===== src/rtl/seg7_scan_driver.sv =====
// ---------------------------------------------------------------------------
// seg7_scan_driver
//
// Time-multiplexed driver for a 4-digit common-anode seven-segment display.
// A free-running refresh counter steps a 2-bit scan index across the digits.
// All inputs are copied into shadow registers once per frame so that the
// display never tears mid-frame. The digit selected by the edit cursor can
// be blinked.
//
// Ports:
//   clk           in   system clock (100 MHz nominal)
//   reset_n       in   synchronous, active-low reset
//   ones          in   [3:0] ones digit, BCD
//   tens          in   [3:0] tens digit, BCD
//   hundreds      in   [3:0] hundreds digit, BCD
//   sign          in   1 = value is negative
//   input_status  in   0 = operand A, 1 = operand B (lit on the sign digit dp)
//   unit          in   [1:0] cursor: 0 ones, 1 tens, 2 hundreds, 3 sign
//   blink_en      in   enables blinking of the cursor digit
//   an            out  [3:0] digit enables, active-low, an[0] = rightmost
//   seg           out  [6:0] segments {g,f,e,d,c,b,a}, active-low
//   dp            out  decimal point, active-low
// ---------------------------------------------------------------------------
module seg7_scan_driver #(
  parameter int unsigned REFRESH_DIV = 100000,
  parameter int unsigned BLINK_DIV   = 25000000
) (
  input  logic       clk,
  input  logic       reset_n,
  input  logic [3:0] ones,
  input  logic [3:0] tens,
  input  logic [3:0] hundreds,
  input  logic       sign,
  input  logic       input_status,
  input  logic [1:0] unit,
  input  logic       blink_en,
  output logic [3:0] an,
  output logic [6:0] seg,
  output logic       dp
);

  localparam int REF_W = (REFRESH_DIV > 1) ? $clog2(REFRESH_DIV) : 1;
  localparam int BLK_W = (BLINK_DIV > 1) ? $clog2(BLINK_DIV) : 1;

  localparam logic [REF_W-1:0] REF_LAST = REF_W'(REFRESH_DIV - 1);
  localparam logic [BLK_W-1:0] BLK_LAST = BLK_W'(BLINK_DIV - 1);

  localparam logic [6:0] SEG_BLANK = 7'b1111111;
  localparam logic [6:0] SEG_MINUS = 7'b0111111;
  localparam logic [6:0] SEG_E     = 7'b0000110;

  // Timing state
  logic [REF_W-1:0] refresh_cnt;
  logic [1:0]       scan_idx;
  logic [BLK_W-1:0] blink_cnt;
  logic             blink_on;

  // Frame shadow copies of the inputs
  logic [3:0] sh_ones;
  logic [3:0] sh_tens;
  logic [3:0] sh_hundreds;
  logic       sh_sign;
  logic       sh_status;
  logic [1:0] sh_unit;

  logic       refresh_wrap;
  logic       blink_wrap;
  logic       frame_wrap;

  logic [3:0] digit_sel;
  logic       blank_slot;
  logic [3:0] an_next;
  logic [6:0] seg_next;
  logic       dp_next;

  // BCD to active-low gfedcba; codes 10..15 render as 'E'.
  function automatic logic [6:0] decode_bcd(input logic [3:0] d);
    logic [6:0] s;
    case (d)
      4'd0:    s = 7'b1000000;
      4'd1:    s = 7'b1111001;
      4'd2:    s = 7'b0100100;
      4'd3:    s = 7'b0110000;
      4'd4:    s = 7'b0011001;
      4'd5:    s = 7'b0010010;
      4'd6:    s = 7'b0000010;
      4'd7:    s = 7'b1111000;
      4'd8:    s = 7'b0000000;
      4'd9:    s = 7'b0010000;
      default: s = SEG_E;
    endcase
    return s;
  endfunction

  assign refresh_wrap = (refresh_cnt == REF_LAST);
  assign blink_wrap   = (blink_cnt == BLK_LAST);
  // Last slot of a frame is ending: new inputs become visible from slot 0.
  assign frame_wrap   = refresh_wrap && (scan_idx == 2'd3);

  // Output image for the slot currently selected by scan_idx.
  always_comb begin
    digit_sel = sh_ones;
    case (scan_idx)
      2'd0:    digit_sel = sh_ones;
      2'd1:    digit_sel = sh_tens;
      2'd2:    digit_sel = sh_hundreds;
      default: digit_sel = 4'd0;
    endcase

    an_next = ~(4'b0001 << scan_idx);

    if (scan_idx == 2'd3) begin
      seg_next = sh_sign ? SEG_MINUS : SEG_BLANK;
    end else begin
      seg_next = decode_bcd(digit_sel);
    end

    // The operand-B marker lives on the sign digit's decimal point.
    dp_next = !((scan_idx == 2'd3) && sh_status);

    // Cursor slot goes fully dark during the off half of the blink period.
    blank_slot = blink_en && !blink_on && (scan_idx == sh_unit);
    if (blank_slot) begin
      an_next  = 4'b1111;
      seg_next = SEG_BLANK;
      dp_next  = 1'b1;
    end
  end

  always_ff @(posedge clk) begin
    if (!reset_n) begin
      refresh_cnt <= '0;
      scan_idx    <= 2'd0;
      blink_cnt   <= '0;
      blink_on    <= 1'b1;
      sh_ones     <= 4'd0;
      sh_tens     <= 4'd0;
      sh_hundreds <= 4'd0;
      sh_sign     <= 1'b0;
      sh_status   <= 1'b0;
      sh_unit     <= 2'd0;
      an          <= 4'b1111;
      seg         <= SEG_BLANK;
      dp          <= 1'b1;
    end else begin
      if (refresh_wrap) begin
        refresh_cnt <= '0;
        scan_idx    <= scan_idx + 2'd1;
      end else begin
        refresh_cnt <= refresh_cnt + 1'b1;
      end

      if (frame_wrap) begin
        sh_ones     <= ones;
        sh_tens     <= tens;
        sh_hundreds <= hundreds;
        sh_sign     <= sign;
        sh_status   <= input_status;
        sh_unit     <= unit;
      end

      // Free-running; blink_en only masks the effect on the display.
      if (blink_wrap) begin
        blink_cnt <= '0;
        blink_on  <= !blink_on;
      end else begin
        blink_cnt <= blink_cnt + 1'b1;
      end

      an  <= an_next;
      seg <= seg_next;
      dp  <= dp_next;
    end
  end

endmodule


===== config.mk =====
export PLATFORM = sky130hd
export DESIGN_NAME = seg7_scan_driver
export DESIGN_NICKNAME = d
export VERILOG_FILES = /design/src/rtl/seg7_scan_driver.sv
export SDC_FILE = /design/constraint.sdc
export NUM_CORES = 1
export LEC_CHECK = 0
export BUFFER_PORTS_ARGS = -buffer_cell sky130_fd_sc_hd__clkbuf_2
export CAP_MARGIN = 25
export CORE_AREA = 2 2 108 110
export CTS_CLUSTER_SIZE = 12
export DETAILED_ROUTE_END_ITERATION = 8
export DIE_AREA = 0 0 110 112
export PLACE_DENSITY = 0.51
export SYNTH_ARGS = -nofsm -noshare
export SYNTH_HDL_FRONTEND = slang
export SYNTH_SLANG_ARGS = --single-unit

===== constraint.sdc =====
create_clock -name clk -period 3.1 [get_ports clk]
set_clock_uncertainty 0.2 [all_clocks]
set_input_delay 0.155 -clock clk [delete_from_list [all_inputs] [get_ports clk]]
set_output_delay 0.155 -clock clk [all_outputs]
set_load 0.02 [all_outputs]

==> flow_summary.ini, run 1 <==
[synthesis]
synth_top_area_cell = dfxtp_1
yosysWarnings = 0
synthCells = 378
syn_nets = 409
synthArstFlopShare_pct = 0
synth.distinct_cells = 41
synth_seq_cells = 73
syn-cell-area_um2 = 3300
synth-edff-count = 0
ys_top_cells_by_area = dfxtp_1 44%, a21oi_1 5.3%, xnor2_1 4.8%, nand3_1 4.7%, o21ai_0 4.7%
synth_area_per_cell_um2 = 8.74
seq_area_frac_synth_pct = 44.3
synth_ff_type = dfxtp_1
synth_top_area_share_pct = 44.3

[worst_setup_path]
setup.worst_path.class = register to register
path_max_fanout = 6
cp_cell_sequence = inv_1 > ha_1 > a222oi_1 > or2_2 > inv_1 > ha_1 > mux2_2 > a211oi_1 > o21ai_0
end_kind = register
worstPathArrival_ps = 2920
start_kind = register
required_ps = 3110
critPathMaxStageDelay_ps = 600
cp_slowest_cell = a222oi_1

[detailed_routing]
num_vias = 2789
first_pass_iters = 4
ant_nets = 0
totalWireLength_mm = 7.28
drt_iter0_markers = 118
avgRoutedWirePerCell_um = 12.7
drcViolationCount = 0
vias_per_cell = 4.87

[cts]
cts.sinks = 73
clk_transition_reported_paths_ps = 60
cts_buffers = 9
post_cts_buffers = 0
h-tree-depth = 3
clock_path_buffers = 2
insertion_delay_ps = 330
postCtsResizedCells = 0
cts_root_buffer = clkbuf_16
tritoncts = built

[finish]
area_growth_pct = 23.9
fin_nets = 456
antennaDiodeCount = 0
design_area_um2 = 4090
final.fill_count = 1157
drive_above_1_share_pct = 14.4

[power_and_ir_drop]
p_int_mw = 1.73
powerDensity_nw_per_um2 = 527
leakagePower_nw = 1.45
vdd_ir_drop_max_mv = 0.304
power.share.switching_pct = 19.8
pwr-share-clk_pct = 52.3
seqPwrFrac_pct = 44.4
power.switching_mw = 0.428
pwr-share-comb_pct = 3.3

[global_route]
grt_usage_pct = 12.9
grt_max_degree = 25
antenna_found_initial = 0
grt-ovfl-total = 0
grt_pass1_vias = 2744
grt_first_pass_wirelength_mm = 12.7

[timing]
fin_tns_setup_ps = 0
fmax_mhz = 344
worstMarginPinSlew_ps = 664
layout_worst_path_cycle_share_pct = 93.7
period_minus_slack_ps = 2910
slew_violations = 0
rsz0062_at_grt = no
hold_viol_final = 0
setup_viol = 0
slew_headroom_pct = 55.7

[floorplanning]
initial_utilization_pct = 29.5
ios = 31
num_rows = 39
core-area_um2 = 11200
die-area_um2 = 12300
die_h_um = 112
dieWidth_um = 110

[run_status]
status = finished, final reports clean

[flow_run]
maxCapViolCount = 0

[min_path]
hp-class = input pin to register

[placement]
postPlaceCellArea_um2 = 3590
place.gp.congestion = 0.728
hpwl_mm = 4.86
io_buffers = 30
-- synth_stat cells, drive strengths merged (9+ instances only) --
| cell | count |
|---|---|
| a21oi | 35 |
| clkbuf | 11 |
| dfxtp | 73 |
| ha | 12 |
| inv | 14 |
| nand2 | 20 |
| nand3 | 32 |
| nand4 | 11 |
| nor2 | 35 |
| o21ai | 33 |
| or3 | 9 |
| or4 | 10 |
| xnor2 | 18 |
-- worst paths after layout --
kind	start	endpoint	slack [ps]	cells after the start
worst max-delay path	scan_idx[0]	seg[6]	190	9
worst min-delay path	blink_en	an[0]	80	4
worst max register to register	scan_idx[0]	seg[6]	190	9
worst min register to register	sh_status	dp	190	1
-- what timing repair did --
| item | 4_1_cts | 5_1_grt |
|---|---|---|
| hold endpoints to repair | 18 | 0 |
| endpoints found under the setup margin | 0 | 1 |
| hold buffers | 17 | 0 |
-- cells in the final DEF, fill, tap and decap left out, drive strengths merged --
| cell | synthesis | final |
|---|---|---|
| a211oi | 1 | 1 |
| a21oi | 35 | 35 |
| a222oi | 4 | 4 |
| a41oi | 1 | 1 |
| and2 | 2 | 2 |
| and3 | 2 | 2 |
| and3b | 1 | 1 |
| and4 | 8 | 8 |
| buf | 6 | 6 |
| bufinv | 0 | 2 |
| clkbuf | 11 | 41 |
| clkinv | 0 | 2 |
| clkinvlp | 0 | 1 |
| dfxtp | 73 | 73 |
| dlygate4sd3 | 0 | 17 |
| ha | 12 | 12 |
| inv | 14 | 14 |
| mux2 | 1 | 1 |
| mux2i | 2 | 2 |
| nand2 | 20 | 20 |
| nand2b | 1 | 1 |
| nand3 | 32 | 32 |
| nand3b | 1 | 1 |
| nand4 | 11 | 11 |
| nor2 | 35 | 35 |
| nor3 | 6 | 6 |
| nor4 | 3 | 3 |
| nor4b | 2 | 2 |
| nor4bb | 3 | 3 |
| o21ai | 33 | 33 |
| o22ai | 1 | 1 |
| o31ai | 7 | 7 |
| o41ai | 1 | 1 |
| or2 | 3 | 3 |
| or3 | 9 | 9 |
| or4 | 10 | 10 |
| or4b | 1 | 1 |
| xnor2 | 18 | 18 |
| xor2 | 8 | 8 |
-- logic make-up (layout without fill, tap and decap cells) --
family                     after synthesis  after routing  synth area share [%]
AOI/OAI and AO/OA                       83             83                  14.1
DFF                                     73             73                  44.3
adders and majority gates               12             12                  4.55
and+or+nand+nor                        150            150                  25.2
xor gates and xnor gates                26             26                  6.90
buffers and inverters                   31             83                  4.13
muxes                                    3              3                 0.947
-- registers in the layout (all words and copies together), names as in the netlist --
name	cells
dp	1
scan_idx	2
blink_cnt	25
an	4
sh_sign	1
sh_hundreds	4
sh_unit	2
blink_on	1
sh_tens	4
sh_status	1
refresh_cnt	17
sh_ones	4
seg	7
-- critical path: cells and delay by family, from the launching register on --
family                     cells  cell delay [ps]
buffers and inverters          2              180
adders and majority gates      2              470
muxes                          1              260
DFF                            1              460
and+or+nand+nor                1              270
AOI/OAI and AO/OA              3              950
-- metal layers --
layer | part of all wire (%) | global-route usage (%) | vias up
met5 | 0 | 0 | -
met4 | 1.8 | 4.98 | 0
met3 | 2.9 | 3.92 | 11
met2 | 47 | 21.0 | 27
met1 | 48 | 15.8 | 1289
li1 | - | - | 1462
-- power by group through the flow --
stage / clock, mW / combinational, mW / sequential (mW)
floorplan: 0 / 0.0254 / 0.983
global placement: 0 / 0.0565 / 0.977
detailed placement: 0 / 0.0565 / 0.978
CTS: 1.17 / 0.0734 / 0.957
global route: 1.21 / 0.0811 / 0.959
finish: 1.13 / 0.0723 / 0.958
-- layout make-up --
type | instances | area, um^2 | area share [%]
timing repair buffer | 53 | 365 | 8.93
clock buffer | 11 | 253 | 6.18
sequential | 73 | 1460 | 35.7
inverter | 14 | 52.6 | 1.28
multi-input combinational | 274 | 1700 | 41.6
clock inverter | 5 | 77.6 | 1.90
tap | 143 | 179 | 4.37
-- metrics by stage --
step | power [mW] | utilization [%] | worst slack [ps] | hold slack (ps) | std cells
final | 2.16 | 36.6 | 194 | 79.0 | 573
after global routing | 2.25 | 36.6 | 10.9 | 74.2 | 573
after CTS | 2.20 | 36.6 | 203 | 75.1 | 573
after detailed placement | 1.03 | 32.1 | 239 | 174 | 540
after global placement | 1.03 | 32.1 | 391 | 175 | 540
after floorplan | 1.01 | - | 560 | 26.8 | 378
No activity file was read; power rests on OpenSTA's default activity.
==> inputs of run 2 (changes only) <==
Settings changed: REMOVE_ABC_BUFFERS from default to 1.
==> flow_summary.ini, run 2 (same netlist as run 1, synthesis figures left out) <==
[worst_setup_path]
cp-startpoint = scan_idx[0]
start_kind = register
worstPathArrival_ps = 2890
cp_cell_sequence = inv_1 > ha_1 > a222oi_1 > or2_2 > inv_1 > ha_1 > mux2_2 > a211oi_1 > o21ai_0
end_kind = register
worstPathBufferInverterCount = 2
critPathMaxStageDelay_ps = 560
setup.worst_path.class = register to register
rr_startpoint = scan_idx[0]
cp_slowest_cell = a222oi_1
path_delay_family = compound AO/OA/AOI/OAI gates
path_max_fanout = 6
required_ps = 3110

[global_route]
grt-ovfl-total = 0
grt_max_degree = 21
grt_usage_pct = 12.8
antenna_found_initial = 0
grt_pass1_vias = 2623
grt_first_pass_wirelength_mm = 12.6

[finish]
top_regs = blink_cnt x25, refresh_cnt x17, seg x7
drive_above_1_share_pct = 14.2
finish.utilization_pct = 36.5
area_growth_pct = 23.6
layout_commonest_cell = dfxtp_1
largest-register = blink_cnt
largest_reg_flops = 25
layout_common_cells = 73 x dfxtp_1, 35 x a21oi_1, 35 x nor2_1
antennaDiodeCount = 0
fin_nets = 456
design_area_um2 = 4080

[floorplanning]
dieWidth_um = 110
die_h_um = 112
die-area_um2 = 12300
ios = 31
num_rows = 39
initial_utilization_pct = 29.5
core-area_um2 = 11200

[power_and_ir_drop]
vdd_ir_drop_max_mv = 0.391
leakagePower_nw = 1.44
powerDensity_nw_per_um2 = 525

[detailed_routing]
ant_nets = 0
drt_iter0_markers = 108
totalWireLength_mm = 7.39
avgRoutedWirePerCell_um = 12.9
drcViolationCount = 0
first_pass_iters = 4
num_vias = 2802
vias_per_cell = 4.89

[placement]
hpwl_mm = 4.94
io_buffers = 30
postPlaceCellArea_um2 = 3590
place.gp.congestion = 0.819

[flow_run]
maxCapViolCount = 0

[timing]
period_minus_slack_ps = 2880
hold_viol_final = 0
layout_worst_path_cycle_share_pct = 92.9
fmax_mhz = 347
setup_viol = 0
slew_violations = 0
fin_tns_setup_ps = 0
slew_headroom_pct = 52.7
worstMarginPinSlew_ps = 709
rsz0062_at_grt = no

[cts]
clk_transition_reported_paths_ps = 60
cts_buffers = 9
cts.sinks = 73
insertion_delay_ps = 330
tritoncts = built
clock_path_buffers = 2
h-tree-depth = 3
cts_root_buffer = clkbuf_16

[run_status]
status = finished, final reports clean

[min_path]
hold_start = blink_en
hp-class = input pin to register
## run 2: what timing repair did
action | CTS | global route
hold buffers | 17 | 0
resized for setup | 0 | 0
endpoints found under the hold margin | 18 | 0
setup endpoints to repair | 0 | 0
setup buffers | 0 | 0
## run 2: area by class of cell
| cell class | instances | area (um^2) |
|---|---|---|
| Tap cell | 143 | 179 |
| Inverter | 14 | 52.6 |
| Clock inverter | 6 | 90.1 |
| Fill cell | 1133 | 7090 |
| Timing Repair Buffer | 53 | 365 |
| Sequential cell | 73 | 1460 |
| Multi-Input combinational cell | 274 | 1700 |
| Clock buffer | 10 | 229 |
## run 2: through the flow
| stage | setup slack (ps) | total power, mW | std cells | hold slack (ps) |
|---|---|---|---|---|
| CTS | 254 | 2.17 | 573 | 78.1 |
| detailed placement | 278 | 1.03 | 540 | 184 |
| global route | 60.3 | 2.23 | 573 | 96.7 |
| global placement | 416 | 1.03 | 540 | 166 |
| finish | 220 | 2.14 | 573 | 90.3 |
| floorplan | 558 | 1.01 | 361 | 26.8 |
## run 2: where the power goes
| part | switching (mW) | internal (mW) | total (mW) |
|---|---|---|---|
| clock | 0.405 | 0.707 | 1.11 |
| sequential | 0.00756 | 0.950 | 0.957 |
| combinational | 0.0370 | 0.0352 | 0.0722 |
## run 2: per-layer routing
layer	wire length, um	GRT usage [%]
met5	0	0
met4	68	3.54
met3	332	4.92
met2	3370	19.5
met1	3620	16.9
## run 2: worst min-delay path, delay by kind of cell
kind | cells | cell delay, ps
AOI/OAI and AO/OA | 1 | 100
and+or+nand+nor | 1 | 60
buffers and inverters | 2 | 280
## run 2: path summary, 6_finish.rpt
check | endpoint | slack, ps | depth (start not counted)
worst min-delay path | an[3] | 90 | 4
worst max-delay path | seg[6] | 220 | 9
worst min register to register | dp | 200 | 1
worst max register to register | seg[6] | 220 | 9
